## config.mk

```make
export PLATFORM = sky130hd
export DESIGN_NAME = seq_mult_unit
export DESIGN_NICKNAME = d
export VERILOG_FILES = /design/src/rtl/seq_mult_unit.sv
export SDC_FILE = /design/constraint.sdc
export NUM_CORES = 1
export LEC_CHECK = 0
export BUFFER_PORTS_ARGS = -buffer_cell sky130_fd_sc_hd__buf_4
export CORE_MARGIN = 5
export CORE_UTILIZATION = 30
export CTS_BUF_LIST = sky130_fd_sc_hd__clkbuf_4 sky130_fd_sc_hd__clkbuf_8
export DETAILED_ROUTE_END_ITERATION = 7
export PLACE_DENSITY = 0.49
export SYNTH_ARGS = -nofsm -noshare
export SYNTH_HDL_FRONTEND = slang
export SYNTH_SLANG_ARGS = --single-unit
```

## constraint.sdc

```tcl
create_clock -name clk -period 4.46 [get_ports clk]
set_input_delay 0.223 -clock clk [delete_from_list [all_inputs] [get_ports clk]]
set_output_delay 0.223 -clock clk [all_outputs]
set_load 0.05 [all_outputs]
```

## src/rtl/seq_mult_unit.sv

```systemverilog
// rtl/seq_mult_unit.sv - multi-cycle shift-add HI/LO multiplier for MULT/MULTU
// Optional macro MULT_EARLY_EXIT_EN ends RUN as soon as the remaining multiplier is zero.
module seq_mult_unit #(
  parameter  int WIDTH = 32,
  localparam int CNT_W = $clog2(WIDTH + 1)
) (
  input  logic             clk,
  input  logic             Reset,
  input  logic             start,
  input  logic             is_signed,
  input  logic [WIDTH-1:0] op_a,
  input  logic [WIDTH-1:0] op_b,
  output logic             busy,
  output logic             done,
  output logic [WIDTH-1:0] hi,
  output logic [WIDTH-1:0] lo
);

  typedef enum logic [1:0] {
    S_IDLE = 2'd0,
    S_RUN  = 2'd1,
    S_DONE = 2'd2
  } state_t;

  state_t               state_q, state_d;
  logic [2*WIDTH-1:0]   mcand_q, mcand_d;
  logic [WIDTH-1:0]     mplier_q, mplier_d;
  logic [2*WIDTH-1:0]   acc_q, acc_d;
  logic [CNT_W-1:0]     count_q, count_d;
  logic                 neg_q, neg_d;
  logic [WIDTH-1:0]     hi_q, hi_d;
  logic [WIDTH-1:0]     lo_q, lo_d;

  logic [WIDTH-1:0]     mag_a;
  logic [WIDTH-1:0]     mag_b;
  logic [2*WIDTH-1:0]   partial;
  logic [2*WIDTH-1:0]   acc_sum;
  logic [2*WIDTH-1:0]   product;
  logic [WIDTH-1:0]     mplier_shr;
  logic                 last_step;

  // Magnitude of the most negative value wraps to itself, which is its correct unsigned magnitude.
  always_comb begin
    mag_a      = (is_signed && op_a[WIDTH-1]) ? (~op_a + WIDTH'(1)) : op_a;
    mag_b      = (is_signed && op_b[WIDTH-1]) ? (~op_b + WIDTH'(1)) : op_b;
    partial    = mplier_q[0] ? mcand_q : '0;
    acc_sum    = acc_q + partial;
    product    = neg_q ? (~acc_sum + (2*WIDTH)'(1)) : acc_sum;
    mplier_shr = mplier_q >> 1;
`ifdef MULT_EARLY_EXIT_EN
    last_step  = (count_q == CNT_W'(WIDTH - 1)) || (mplier_shr == '0);
`else
    last_step  = (count_q == CNT_W'(WIDTH - 1));
`endif
  end

  always_comb begin
    state_d  = state_q;
    mcand_d  = mcand_q;
    mplier_d = mplier_q;
    acc_d    = acc_q;
    count_d  = count_q;
    neg_d    = neg_q;
    hi_d     = hi_q;
    lo_d     = lo_q;

    case (state_q)
      S_IDLE, S_DONE: begin
        state_d = S_IDLE;
        if (start) begin
          mcand_d  = {{WIDTH{1'b0}}, mag_a};
          mplier_d = mag_b;
          acc_d    = '0;
          count_d  = '0;
          neg_d    = is_signed & (op_a[WIDTH-1] ^ op_b[WIDTH-1]);
          state_d  = S_RUN;
        end
      end
      S_RUN: begin
        // The multiplicand register is pre-shifted each step, standing in for mcand << count.
        acc_d    = acc_sum;
        mcand_d  = mcand_q << 1;
        mplier_d = mplier_shr;
        count_d  = count_q + CNT_W'(1);
        if (last_step) begin
          state_d      = S_DONE;
          {hi_d, lo_d} = product;
        end
      end
      default: state_d = S_IDLE;
    endcase
  end

  always_ff @(posedge clk or negedge Reset) begin
    if (!Reset) begin
      state_q  <= S_IDLE;
      mcand_q  <= '0;
      mplier_q <= '0;
      acc_q    <= '0;
      count_q  <= '0;
      neg_q    <= 1'b0;
      hi_q     <= '0;
      lo_q     <= '0;
    end else begin
      state_q  <= state_d;
      mcand_q  <= mcand_d;
      mplier_q <= mplier_d;
      acc_q    <= acc_d;
      count_q  <= count_d;
      neg_q    <= neg_d;
      hi_q     <= hi_d;
      lo_q     <= lo_d;
    end
  end

  assign busy = (state_q == S_RUN);
  assign done = (state_q == S_DONE);
  assign hi   = hi_q;
  assign lo   = lo_q;

endmodule

```

==> impl_metrics.yaml <==
placement:
  numPortBuffers: 133
  dp_cells: 3080
  dp_hpwl_um: 50100
  gp_congestion: 0.984
  post_dp_cell_area_um2: 20700
sta:
  setup_viol: 0
  period_share_pct: 97.3
  fin_skew_ns: 0.0283
  slew_viol_final: 0
  min_period_ns: 4.34
  hold_viol_final: 0
  max_freq_mhz: 230
  worst_pin_slew_ns: 1.11
  setup_tns_ns: 0
  relSlewSlack_pct: 26.0
clock_tree:
  cts_buffers: 44
  cts_sinks: 233
  clkLatencyLatePin_ns: 0.61
  cts_tree: "done"
  clock_path_buffers: 3
  clkSlewWorstSetupHoldPaths_ns: 0.06
  htreeDepth: 2
  cts-root-buf: "clkbuf_8"
yosys:
  synth_xor_area_share_pct: 7.09
  synth_edf_count: 0
  synthSimpleGateAreaFrac_pct: 21.2
  synth_flop_cell: "dfrtp_1"
  synth_top_family_by_area: "compound AO/OA/AOI/OAI gates"
  yosysSeqAreaShare_pct: 33.8
  synth_nets: 2187
  ys_ff_latch: 233
  syn_area_per_cell_um2: 8.42
  async_flop_share_pct: 100
  synth_fa_ha_area_share_pct: 4.97
  ys_types: 94
  yosys_warnings: 0
  synth_area_um2: 17300
  synthMuxAreaShare_pct: 1.28
  synthesis.instances: 2051
  synth_compound_area_share_pct: 28.2
finish:
  stdcell_count: 3232
  area_delta_synth_final_pct: 32.8
  n_fill_cell: 5830
  seq_area_um2: 5830
  postLayoutCellArea_um2: 22900
  multiInputGateArea_um2: 11400
  fin_util_pct: 40.0
  nNetsFinal: 2573
  layout-drive-gt1-share_pct: 24.9
grt:
  grt_pass1_vias: 17130
  grt_max_degree: 150
  grt.total_usage_pct: 20.0
  antenna_found_initial: 1
  grt_first_pass_wirelength_um: 100000
  overflow: 0
outcome:
  status: "complete, no violations"
floorplan:
  rows: 88
  fp.dieH_um: 250
  pin_count: 134
  initial_core_util_pct: 30.1
  die-area_um2: 62400
  dieWidth_um: 250
  coreArea_um2: 57400
route:
  ant_nets: 0
  drc_errors: 0
  vias_per_cell: 5.40
  wl_um: 64500
  first_pass_iters: 5
  drtIter0Drc: 1255
  wl_per_cell_um: 20.0
  vias: 17451
hold_path:
  min_path_type: "in2reg"
power:
  p_seq_share_pct: 23.0
  p_int_w: 0.00840
  p_switching_w: 0.00766
  switching_share_pct: 47.7
  power.density_nw_per_um2: 700
  power_leakage_nw: 9.84
  ir_drop_v: 0.000370
  clkPwrFrac_pct: 13.4
  p_comb_share_pct: 63.6
critical_path:
  crit_fanout: 42
  cp-end-kind: "flip-flop"
  cp-start-kind: "flip-flop"
  cp.required_ns: 5.01
  crit_arrival_ns: 4.89
  worst-setup-path-type: "reg2reg"
flow_run:
  maxCapViolCount: 0
==> timing repair <==
item | CTS | global route
buffers inserted | 0 | 11
endpoints found under the setup margin | 25 | 38
gates resized for setup | 13 | 111
cloned | 0 | 0
pin swaps | 1 | 27
hold endpoints to repair | 126 | 0
hold buffers | 65 | 0
==> power groups by stage <==
stage	sequential, W	combinational (W)	clock (W)
finish	0.00369	0.0102	0.00215
global route	0.00381	0.0111	0.00233
CTS	0.00368	0.00978	0.00223
detailed placement	0.00370	0.00968	0
global placement	0.00370	0.00958	0
floorplan	0.00407	0.00536	0
==> cells in the final DEF (no fill, tap or decap), types with 20 or more instances in the layout <==
master         synthesis  routed
a21oi_1              122     104
a22o_1                83      83
a22oi_1               76      73
and2_1                87      86
buf_4                  0     395
clkbuf_8               0      51
dfrtp_1              233     233
dlygate4sd3_1          0      65
ha_1                  67      58
inv_1                 21      21
mux2i_1               21      21
nand2_1              208     206
nand3_1               31      29
nand4_1               55      55
nor2_1               144     139
nor3_1                38      36
nor4_1                32      21
o21a_1                22      22
o21ai_0              218     206
o31ai_1               20      20
or3_1                 26      22
xnor2_1               71      68
xor2_1                67      66
==> registers in the layout, summed over array words and instances (netlist names) <==
signal,flops
acc_q,64
count_q,6
hi,32
lo,32
mcand_q,64
mplier_q,32
neg_q,1
state_q,2
==> routing by layer <==
layer / global-route usage, % / share of wire (%) / vias to the layer above
met2: 29.7 / 42 / 501
met4: 4.14 / 1.9 / 0
met1: 30.7 / 50 / 8422
li1: - / - / 8454
met5: 0 / 0 / -
met3: 2.84 / 5.9 / 74
==> worst max-delay path, stage by stage (launching register included) <==
cell and delay [ns]:
dfrtp_1 0.39, buf_12 0.16, buf_12 0.16, and2_1 0.18, ha_2 0.39, buf_4 0.17
nand4_1 0.30, nor2_4 0.26, nand4_1 0.21, a21oi_2 0.24, nor3_1 0.09, buf_4 0.16
xnor2_2 0.20, a2111oi_4 0.34, nand4b_2 0.19, buf_12 0.19, or2_0 0.23, or3_1 0.35
nand3_1 0.07
==> synth_stat cells, types with 55 or more instances <==
cell type	number	share of area [%]
clkbuf_1	107	2.3
o21ai_0	218	6.3
dfrtp_1	233	34
xor2_1	67	3.4
a22oi_1	76	3.3
ha_1	67	4.9
nand4_1	55	2.0
a21oi_1	122	3.5
nor2_1	144	3.1
nand2_1	208	4.5
xnor2_1	71	3.6
and2_1	87	3.2
a22o_1	83	4.2
==> final cells by class <==
| type | instances | area share (%) |
|---|---|---|
| Multi-Input combinational cell | 1668 | 49.8 |
| Sequential cell | 233 | 25.4 |
| Timing Repair Buffer | 467 | 16.4 |
| Tap cell | 765 | 4.17 |
| Clock buffer | 65 | 3.52 |
| Inverter | 23 | 0.387 |
| Clock inverter | 10 | 0.349 |
| Antenna cell | 1 | 0.0109 |
==> metrics by stage <==
step | total power, W | setup WS, ns | hold slack [ns]
after CTS | 0.0157 | 0.00800 | 0.0284
after floorplan | 0.00943 | 0.144 | -0.0726
after detailed placement | 0.0134 | -0.267 | 0.226
after global placement | 0.0133 | -0.274 | 0.216
final | 0.0161 | 0.121 | 0.0622
after global routing | 0.0173 | -0.0407 | 0.0542
==> cell families (layout without fill, tap and decap cells) <==
group,Yosys count,after routing
flops,233,233
simple gates,719,719
other cells,0,1
buf+inv,150,565
mux,22,22
fa+ha+maj,68,68
compound gates,720,720
xor+xnor,139,139
==> path summary, 6_finish.rpt <==
path	from	endpoint	slack, ns	cells past startpoint
setup reg to reg	mplier_q[0]	hi[22]	0.12	18
max in group asynchronous	Reset	acc_q[41]	3.33	3
setup / recovery	mplier_q[0]	hi[22]	0.12	18
hold / removal	op_b[1]	mplier_q[3]	0.06	4
hold reg to reg	lo[14]	lo[14]	0.47	2
min in group asynchronous	Reset	mcand_q[15]	0.17	2
(Power assumes the default switching activity.)
